<file path="config.mk">
export PLATFORM = sky130hd
export DESIGN_NAME = system_bus_arbiter
export DESIGN_NICKNAME = d
export VERILOG_FILES = /design/src/rtl/system_bus_arbiter_pkg.sv /design/src/rtl/system_bus_arbiter_bus_mux.sv /design/src/rtl/system_bus_arbiter.sv
export SDC_FILE = /design/constraint.sdc
export NUM_CORES = 1
export LEC_CHECK = 0
export BUFFER_PORTS_ARGS = -buffer_cell sky130_fd_sc_hd__buf_2
export CAP_MARGIN = 25
export CORE_MARGIN = 5
export CORE_UTILIZATION = 53
export DETAILED_ROUTE_END_ITERATION = 8
export PLACE_DENSITY = 0.93
export SLEW_MARGIN = 30
export SYNTH_ARGS = -nofsm -noshare
export SYNTH_HDL_FRONTEND = slang
export SYNTH_SLANG_ARGS = --single-unit
</file>
<file path="constraint.sdc">
create_clock -name clk -period 4.2 [get_ports clk]
set_input_delay 0 -clock clk [delete_from_list [all_inputs] [get_ports clk]]
set_output_delay 0 -clock clk [all_outputs]
set_load 0.1 [all_outputs]
</file>
<file path="src/rtl/system_bus_arbiter_pkg.sv">
// Shared definitions for the CPU/PRC system bus: arbiter states, bus command
// codes and the mux select encoding derived from the arbiter state.
package system_bus_arbiter_pkg;

  typedef enum logic [1:0] {
    CPU_OWN    = 2'd0,
    WAIT_SYNC  = 2'd1,
    PRC_GRANT  = 2'd2,
    TURNAROUND = 2'd3
  } arb_state_t;

  typedef enum logic [1:0] {
    IDLE      = 2'd0,
    IRQ_READ  = 2'd1,
    MEM_WRITE = 2'd2,
    MEM_READ  = 2'd3
  } bus_command_t;

  typedef enum logic [1:0] {
    SEL_CPU  = 2'd0,
    SEL_PRC  = 2'd1,
    SEL_HOLD = 2'd2
  } bus_sel_t;

  localparam int WAIT_CNT_W = 8;
  localparam int TA_CNT_W   = 3;

  // Turnaround parks the bus on the held PRC address/data with no strobes.
  function automatic bus_sel_t sel_for_state(input arb_state_t s);
    case (s)
      PRC_GRANT:  sel_for_state = SEL_PRC;
      TURNAROUND: sel_for_state = SEL_HOLD;
      default:    sel_for_state = SEL_CPU;
    endcase
  endfunction

endpackage

</file>
<file path="src/rtl/system_bus_arbiter_bus_mux.sv">
// Combinational system bus multiplexer; strobes come from at most one
// requester, and the hold path drives an idle command.
module bus_mux
  import system_bus_arbiter_pkg::*;
#(
  parameter int ADDR_WIDTH = 24
) (
  input  bus_sel_t              sel,
  input  logic [ADDR_WIDTH-1:0] cpu_address,
  input  logic [7:0]            cpu_data_out,
  input  logic                  cpu_read,
  input  logic                  cpu_write,
  input  logic [1:0]            cpu_bus_status,
  input  logic [ADDR_WIDTH-1:0] prc_address,
  input  logic [7:0]            prc_data_out,
  input  logic                  prc_read,
  input  logic                  prc_write,
  input  logic [1:0]            prc_bus_status,
  input  logic [ADDR_WIDTH-1:0] hold_address,
  input  logic [7:0]            hold_data,
  output logic [ADDR_WIDTH-1:0] bus_address,
  output logic [7:0]            bus_data,
  output logic                  bus_read,
  output logic                  bus_write,
  output logic [1:0]            bus_status
);

  always_comb begin
    bus_address = cpu_address;
    bus_data    = cpu_data_out;
    bus_read    = cpu_read;
    bus_write   = cpu_write;
    bus_status  = cpu_bus_status;
    case (sel)
      SEL_PRC: begin
        bus_address = prc_address;
        bus_data    = prc_data_out;
        bus_read    = prc_read;
        bus_write   = prc_write;
        bus_status  = prc_bus_status;
      end
      SEL_HOLD: begin
        bus_address = hold_address;
        bus_data    = hold_data;
        bus_read    = 1'b0;
        bus_write   = 1'b0;
        bus_status  = IDLE;
      end
      default: ;
    endcase
  end

endmodule

</file>
<file path="src/rtl/system_bus_arbiter.sv">
// CPU/PRC system bus arbiter: waits for a CPU instruction boundary (or a
// timeout) before granting the PRC, and inserts idle turnaround on release.
module system_bus_arbiter
  import system_bus_arbiter_pkg::*;
#(
  parameter int ADDR_WIDTH        = 24,
  parameter int MAX_WAIT          = 255,
  parameter int TURNAROUND_CYCLES = 1
) (
  input  logic                  clk,
  input  logic                  reset,
  input  logic [ADDR_WIDTH-1:0] cpu_address,
  input  logic [7:0]            cpu_data_out,
  input  logic                  cpu_read,
  input  logic                  cpu_write,
  input  logic [1:0]            cpu_bus_status,
  input  logic                  cpu_sync,
  output logic                  cpu_wait,
  input  logic                  prc_bus_request,
  output logic                  prc_bus_ack,
  input  logic [ADDR_WIDTH-1:0] prc_address,
  input  logic [7:0]            prc_data_out,
  input  logic                  prc_read,
  input  logic                  prc_write,
  input  logic [1:0]            prc_bus_status,
  output logic [ADDR_WIDTH-1:0] bus_address,
  output logic [7:0]            bus_data,
  output logic                  bus_read,
  output logic                  bus_write,
  output logic [1:0]            bus_status,
  output logic                  wait_timeout
);

  localparam logic [WAIT_CNT_W-1:0] WAIT_LAST = WAIT_CNT_W'(MAX_WAIT - 1);
  localparam logic [TA_CNT_W-1:0]   TA_LAST   = TA_CNT_W'(TURNAROUND_CYCLES - 1);

  arb_state_t              state_reg, state_next;
  logic [WAIT_CNT_W-1:0]   wait_cnt_reg, wait_cnt_next, wait_cnt_inc;
  logic [TA_CNT_W-1:0]     ta_cnt_reg, ta_cnt_next;
  logic                    timeout_next;
  logic                    ack_reg, cpu_wait_reg, timeout_reg;
  logic [ADDR_WIDTH-1:0]   hold_address_reg;
  logic [7:0]              hold_data_reg;
  bus_sel_t                sel;

  assign wait_cnt_inc = wait_cnt_reg + 1'b1;

  always_comb begin
    state_next    = state_reg;
    wait_cnt_next = wait_cnt_reg;
    ta_cnt_next   = ta_cnt_reg;
    timeout_next  = 1'b0;
    case (state_reg)
      CPU_OWN: begin
        if (prc_bus_request) begin
          wait_cnt_next = '0;
          if (cpu_sync) begin
            state_next = PRC_GRANT;
          end else if (MAX_WAIT == 1) begin
            state_next   = PRC_GRANT;
            timeout_next = 1'b1;
          end else begin
            state_next = WAIT_SYNC;
          end
        end
      end
      WAIT_SYNC: begin
        // A withdrawn request wins over a coincident sync: never grant an idle PRC.
        if (!prc_bus_request) begin
          state_next    = CPU_OWN;
          wait_cnt_next = '0;
        end else if (cpu_sync) begin
          state_next = PRC_GRANT;
        end else begin
          wait_cnt_next = wait_cnt_inc;
          if (wait_cnt_inc == WAIT_LAST) begin
            state_next   = PRC_GRANT;
            timeout_next = 1'b1;
          end
        end
      end
      PRC_GRANT: begin
        if (!prc_bus_request) begin
          state_next  = TURNAROUND;
          ta_cnt_next = '0;
        end
      end
      TURNAROUND: begin
        if (ta_cnt_reg == TA_LAST) begin
          state_next  = CPU_OWN;
          ta_cnt_next = '0;
        end else begin
          ta_cnt_next = ta_cnt_reg + 1'b1;
        end
      end
      default: state_next = CPU_OWN;
    endcase
  end

  // Handshake outputs are registered from the next state so they change on
  // the same edge that moves the FSM.
  always_ff @(posedge clk or posedge reset) begin
    if (reset) begin
      state_reg        <= CPU_OWN;
      wait_cnt_reg     <= '0;
      ta_cnt_reg       <= '0;
      ack_reg          <= 1'b0;
      cpu_wait_reg     <= 1'b0;
      timeout_reg      <= 1'b0;
      hold_address_reg <= '0;
      hold_data_reg    <= '0;
    end else begin
      state_reg    <= state_next;
      wait_cnt_reg <= wait_cnt_next;
      ta_cnt_reg   <= ta_cnt_next;
      ack_reg      <= (state_next == PRC_GRANT);
      cpu_wait_reg <= (state_next == PRC_GRANT) || (state_next == TURNAROUND);
      timeout_reg  <= timeout_next;
      if (state_reg == PRC_GRANT) begin
        hold_address_reg <= prc_address;
        hold_data_reg    <= prc_data_out;
      end
    end
  end

  assign sel          = sel_for_state(state_reg);
  assign prc_bus_ack  = ack_reg;
  assign cpu_wait     = cpu_wait_reg;
  assign wait_timeout = timeout_reg;

  bus_mux #(
    .ADDR_WIDTH(ADDR_WIDTH)
  ) u_bus_mux (
    .sel            (sel),
    .cpu_address    (cpu_address),
    .cpu_data_out   (cpu_data_out),
    .cpu_read       (cpu_read),
    .cpu_write      (cpu_write),
    .cpu_bus_status (cpu_bus_status),
    .prc_address    (prc_address),
    .prc_data_out   (prc_data_out),
    .prc_read       (prc_read),
    .prc_write      (prc_write),
    .prc_bus_status (prc_bus_status),
    .hold_address   (hold_address_reg),
    .hold_data      (hold_data_reg),
    .bus_address    (bus_address),
    .bus_data       (bus_data),
    .bus_read       (bus_read),
    .bus_write      (bus_write),
    .bus_status     (bus_status)
  );

endmodule
</file>
==> results.md, run 1 <==
Finish:
- The ratio of cells with drive above 1 in the final layout is 0.377.
- From synthesis to final layout, the design area changed by 35.1%.
- The register with the most flip-flops in the layout has 24 of them.
- The library cell used most frequently in the layout, excluding fill and tap cells, is sky130_fd_sc_hd__buf_2.
- At the end of the flow, the number of nets in the layout was 522.
- 0 antenna diodes ended up in the layout.
- The number of fill cells is 354.
- In the layout the commonest cells are 114 x sky130_fd_sc_hd__buf_2, 45 x sky130_fd_sc_hd__dfrtp_1, 42 x sky130_fd_sc_hd__a21oi_1.
- In the final layout, the multi-input gates occupy 1560 um2.
- The count of non-filler cells in the finished layout is 513.
- Summing all flip-flop and latch instances after layout gives 1180 um2.

Synthesis:
- The post-synthesis instance total is 310.
- The netlist uses 37 different library cells.
- The register area share after synthesis is 0.409.
- The share of synthesized area in the top cell type comes to 0.409.
- Yosys printed 0 warnings.
- The count of flip-flops with a built-in enable after synthesis is 0.
- The most used flip-flop cell after synthesis is sky130_fd_sc_hd__dfrtp_1.
- The cell taking the most area after synthesis is sky130_fd_sc_hd__dfrtp_1.
- The fraction of registers with async set or reset after synthesis is 1.00.
- In this run, synthesis produced a sequential element count of 47.
- In the post-synthesis netlist, the biggest area contributors are sky130_fd_sc_hd__dfrtp_1 41%, sky130_fd_sc_hd__mux2_2 13%, sky130_fd_sc_hd__mux2i_1 12%.
- After synthesis, the mean cell area works out to 9.29 um2.
- The net count of the mapped netlist is 390.
- The synthesized netlist occupies a cell area of 2880 um2.

Clock network:
- The post-CTS setup buffer count is 0.
- The number of clock buffers inserted by TritonCTS is 5.
- The clock tree synthesis step divided the H-tree into 2 levels.
- TritonCTS built the clock tree.
- Gates resized during post-CTS repair numbered 0.
- The root buffer cell chosen for the clock tree is sky130_fd_sc_hd__clkbuf_8.
- The buffer levels on the longest clock path is 2.
- After clock tree synthesis, the clock-pin slew on the worst setup and hold paths is 80 ps.
- The later pin in the worst-skew pair is clocked with a latency of 320 ps.
- The number of clock sinks seen by CTS is 47.
- The post-cts hold buffer count is 33.

STA:
- In this run the tightest slew margin relative to its limit is 0.430.
- Setup violations remaining at the end of the flow were counted as 0.
- Setup repair after global routing left no endpoint under its margin.
- The number of pins exceeding their max-slew limit in the final report is 0.
- Between clock sinks in the finished design, the worst skew comes to 17.1 ps.
- For the finished layout, the period the worst path requires is 2570 ps.
- Of the available clock period, the critical path in the final layout requires 0.611.
- For the pin with the worst max-slew slack, the measured transition is 854 ps.
- The highest attainable clock frequency is 390 MHz.
- The number of endpoints with negative hold slack in the final report was 0.
- The aggregate negative setup slack is 0 ps.

Route:
- The via total after detailed routing is 2,853.
- In the final routed layout, each cell accounts on average for 16.6 um.
- The first detailed-routing pass ran for 4 iterations.
- The detailed router finished its first iteration with 198 violations.
- Dividing the detail-routed via count by the number of cells gives 5.56.
- The number of remaining DRC errors is 0.
- The final layout contains routed wiring with a total length of 8520 um.
- The count of nets left with antenna violations once routing finished came out at 0.

Status:
- The run finished with clean final reports.

Place:
- The number of port buffers is 114.
- The final weighted congestion of routability-driven global placement is 0.882.
- The number of placed instances, taps included is 472.
- Detailed placement ended at an HPWL of 5090 um.

Run:
- The tool flagged a number of max-cap violations equal to 0.

Worst setup path:
- The highest net fanout along the worst path is 43.
- STA classifies the critical path endpoint as a primary output.
- The worst setup path is of the reg2out kind.
- At the worst endpoint, the required time is 4200 ps.
- The worst setup path is launched from a flip-flop.
- The data arrival time of the critical path is 2570 ps.

Die:
- The die covers 7010 um2.
- The initial utilization of the core area, before any placement, comes to 0.553.
- The region available for standard cell placement spans 5200 um2.
- 115 I/O pins were placed.
- The number of placement rows is 26.
- The die is 83.7 um tall.
- The die is 83.7 um wide.

GRT:
- The number of global-route vias before repair is 3,034.
- The number of antenna violations at the first check in global routing was 0.
- The total overflow reported by the global router is 0.
- The first global-routing pass estimated 13,900 um of wire.
- In the global route stage, overall resource usage came out at 0.244.
- Entering global routing, the biggest net connects 93 pins.

Worst hold path:
- The min-delay analysis places its worst path in the category in2reg.
==> area by class of cell <==
cell class / count / area share
flip-flops and latches: 47 / 0.303
inverters: 11 / 0.0109
well taps: 70 / 0.0225
repair buffers: 150 / 0.237
multi-input cells: 227 / 0.401
clock inverters: 2 / 0.00418
clock buffers: 6 / 0.0212
==> layer usage <==
layer  part of all wire  global-route usage  vias up  routed length, um
met5                  0                   0        -                  0
met4              0.055               0.156        0                471
met3              0.060              0.0612       44                511
met2               0.53               0.449      132               4540
met1               0.35               0.239     1329               3000
li1                   -                   -     1348                  -
==> critical path, stage by stage, from the launching register on <==
cell and delay (ps):
sky130_fd_sc_hd__dfrtp_2 400, sky130_fd_sc_hd__buf_4 330, sky130_fd_sc_hd__nor2b_2 490, sky130_fd_sc_hd__buf_4 420
sky130_fd_sc_hd__nand2_1 80, sky130_fd_sc_hd__o21ai_0 70, sky130_fd_sc_hd__buf_2 460
==> cell usage after synthesis (all sizes together) (3+ instances only) <==
cell and count:
dfrtp 47, a21oi 42, nor2 40, mux2i 34, mux2 32, nand2 22
o21ai 14, buf 13, clkbuf 12, inv 11, nor3 5, ha 4
nand3 3, nand4 3, o22ai 3
==> final timing paths <==
path                                                   from                               end  slack (ps)  cells after the start
max                                  state_reg[0]$_DFF_PP0_                     bus_status[0]        1630                      6
min                                                cpu_sync            wait_timeout$_DFF_PP0_          20                      2
max in group asynchronous                             reset                cpu_wait$_DFF_PP0_        3320                      3
min in group asynchronous                             reset  hold_address_reg[17]$_DFFE_PP0P_         360                      3
min reg2reg                hold_address_reg[11]$_DFFE_PP0P_  hold_address_reg[11]$_DFFE_PP0P_         510                      1
max reg2reg                          state_reg[0]$_DFF_PP0_      hold_data_reg[7]$_DFFE_PP0P_        2050                      4
==> through the flow <==
step / utilization / hold WS (ps) / setup slack (ps) / cell area, um2
5_1_grt: 0.747 / 40.7 / 1490 / 3890
6_report: 0.747 / 21.6 / 1630 / 3890
2_1_floorplan: - / 137 / 627 / 2880
4_1_cts: 0.747 / 14.2 / 1620 / 3890
3_3_place_gp: 0.665 / 245 / 2060 / 3460
3_5_place_dp: 0.665 / 253 / 1960 / 3460
==> cells by family (layout without fill, tap and decap cells) <==
group,count (synthesis),in the layout,share of synthesized area
AO/OA/AOI/OAI,71,71,0.142
buffers and inverters,36,169,0.0508
XOR/XNOR,1,1,0.00304
AND/OR/NAND/NOR,85,85,0.135
adder cells (fa/ha/maj),4,4,0.0174
flip-flops,47,47,0.409
multiplexers,66,66,0.243
Power of run 1 is not shown: default switching activity piles up to over one toggle a cycle in this logic, so the estimate is an artifact.
==> run 2: changes to the inputs <==
CORE_UTILIZATION = 44   (was 53)
PLACE_DENSITY = 0.84   (was 0.93)
clock period = 2.2 ns   (was 4.2 ns; I/O delays follow)
==> results.md, run 2 (synthesis results as in run 1) <==
Status:
- Outcome: finished clean (unchanged).

GRT:
- The number of global-route vias before repair is 3,074 (was 3,034).
- The total overflow reported by the global router is 0 (unchanged).
- The largest net degree at the start of global routing is 48 (was 93).
- The total routing resource utilization after global routing is 0.225 (was 0.244).
- The global-route wire length before repair came to 15,000 um (was 13,900 um).
- The number of antenna violations at the first check in global routing came to 2 (was 0).

Clock network:
- The number of clock buffers inserted by TritonCTS was 5 (unchanged).
- The CTS root buffer is sky130_fd_sc_hd__clkbuf_8 (unchanged).
- The CTS tree is yes (unchanged).
- The CTS H-tree depth came to 2 (unchanged).
- The clock latency on the worst-skew pair is 310 ps (was 320 ps).
- The quantity of gates resized following cts came to 0 (unchanged).
- The CTS clock-pin slew for the worst setup and hold paths is 80 ps (about the same).
- The buffer levels on the longest clock path is 2 (unchanged).
- The number of clock sinks seen by CTS was 47 (unchanged).

Route:
- The via total after detailed routing came to 2,898 (was 2,853).
- The DRC marker count from the first detailed-route iteration is 89 (was 198).
- The wire length per cell is 17.5 um (was 16.6 um).
- The via-per-instance ratio came to 5.51 (was 5.56).
- The number of remaining DRC errors is 0 (unchanged).
- The detailed-router iteration count before antenna repair is 4 (unchanged).
- The total length of routed wires is 9220 um (was 8520 um).
- The count of nets left with antenna violations after detail routing is 0 (unchanged).

Worst setup path:
- The data arrival time of the critical path was 2090 ps (was 2570 ps).
- The highest net fanout along the worst path is 19 (was 43).
- The launching element type of the critical path was a flip-flop (unchanged).
- The critical path data required time is 2200 ps (was 4200 ps).
- The number of cell instances on the worst register-to-register path is 6 (was 4).
- The category of the worst setup path capture point is a primary output (unchanged).
- The startpoint-to-endpoint class of the critical path is reg2out (unchanged).

STA:
- The clock period minus final worst setup slack is 2090 ps.
- The number of endpoints with negative hold slack in the final report is 0 (unchanged).
- Unrepaired setup endpoints after global routing: no (unchanged).
- The slew at the pin with the worst max-slew slack is 611 ps (was 854 ps).
- The worst slew margin relative to its limit is 0.593 (was 0.430).
- Of the available clock period, the critical path in the final layout requires 0.950.
- The aggregate negative setup slack is 0 ps (unchanged).
- The number of pins exceeding their max-slew limit in the final report came to 0 (unchanged).
- The maximum clock skew at final layout was 16.9 ps (was 17.1 ps).
- The worst hold slack across all endpoints is 25.0 ps (was 21.6 ps).
- Static timing analysis puts the maximum clock frequency at 479 MHz.
- The total of endpoints with negative setup slack in the final report was 0 (unchanged).

Die:
- The die area is 8260 um2 (was 7010 um2).
- The width of the chip is 90.9 um (was 83.7 um).
- The area of the placeable core is 6350 um2 (was 5200 um2).
- The number of placement rows is 29 (was 26).
- The height of the die was 90.9 um (was 83.7 um).
- The I/O pin count is 115 (unchanged).
- The initial cell density of the core is 0.453 (was 0.553).

Finish:
- The number of fill cells was 365 (was 354).
- The area growth from synthesis to layout was 71.1% (was 35.1%).
- The flip-flop count of the largest register after layout is 24 (unchanged).
- The ratio of cells with drive above 1 in the final layout is 0.463 (was 0.377).
- The most common library cell in the layout ignoring fill and taps is sky130_fd_sc_hd__buf_2 (unchanged).
- The layout net count came to 526 (was 522).
- The final instance area was 4920 um2 (was 3890 um2).
- The utilization of the core after routing is 0.776 (was 0.747).
- Most used cells in the layout excluding fill and tap cells: 77 x sky130_fd_sc_hd__buf_2, 45 x sky130_fd_sc_hd__dfrtp_1, 40 x sky130_fd_sc_hd__nor2_1 (was 114 x sky130_fd_sc_hd__buf_2, 45 x sky130_fd_sc_hd__dfrtp_1, 42 x sky130_fd_sc_hd__a21oi_1).

Worst hold path:
- The path class of the lowest-slack min-delay path is in2reg (unchanged).
- The number of instances on the worst hold path was 2 (unchanged).

Run:
- The number of max-capacitance violations reported is 0 (unchanged).

Place:
- The final weighted congestion of routability-driven global placement came to 0.940 (was 0.882).
- The half-perimeter wire length after detailed placement came to 6160 um (was 5090 um).
- The number of port buffers is 114 (unchanged).
- The post-placement cell area was 4470 um2 (was 3460 um2).
-- run 2: layout make-up --
cell class	instances	area (um2)	area share
timing repair buffer	154	1520	0.309
sequential	47	1180	0.240
antenna	2	5.00	0.00102
inverter	11	43.8	0.00889
multi-input combinational	227	1960	0.398
tap	77	96.3	0.0196
clock buffer	5	68.8	0.0140
clock inverter	3	46.3	0.00940
-- run 2: path summary, 6_finish.rpt --
| check | start | end | slack [ps] |
|---|---|---|---|
| worst max-delay path | state_reg[0]$_DFF_PP0_ | bus_address[13] | 110 |
| worst min-delay path | cpu_sync | wait_timeout$_DFF_PP0_ | 20 |
| worst max register to register | wait_cnt_reg[0]$_DFFE_PP0P_ | cpu_wait$_DFF_PP0_ | 210 |
| worst min register to register | ta_cnt_reg[2]$_DFFE_PP0P_ | ta_cnt_reg[2]$_DFFE_PP0P_ | 500 |
| max in group asynchronous | reset | cpu_wait$_DFF_PP0_ | 1450 |
| min in group asynchronous | reset | wait_cnt_reg[7]$_DFFE_PP0P_ | 310 |
-- run 2: worst max-delay path, cell delays in order, from the launching register on --
cell,delay (ps)
sky130_fd_sc_hd__dfrtp_2,680
sky130_fd_sc_hd__buf_4,400
sky130_fd_sc_hd__mux2i_1,390
sky130_fd_sc_hd__a21oi_4,110
sky130_fd_sc_hd__buf_12,200
-- run 2: repair_timing --
action                    in CTS  in global routing
setup buffers                  0                  0
hold buffers                  33                  0
hold endpoints to repair      79                  0
-- run 2: layer usage --
metal / wire [um] / share of wire / GRT usage
met1: 3230 / 0.35 / 0.234
met2: 5200 / 0.56 / 0.427
met3: 541 / 0.059 / 0.0517
met4: 252 / 0.027 / 0.0954
met5: 0 / 0 / 0
-- run 2: metrics by stage --
step	instances	worst slack, ps
detailed placement	483	250
finish	526	111
global placement	483	289
CTS	524	111
floorplan	310	2.35
global route	526	23.1
Power of run 2 is left out for the same reason.
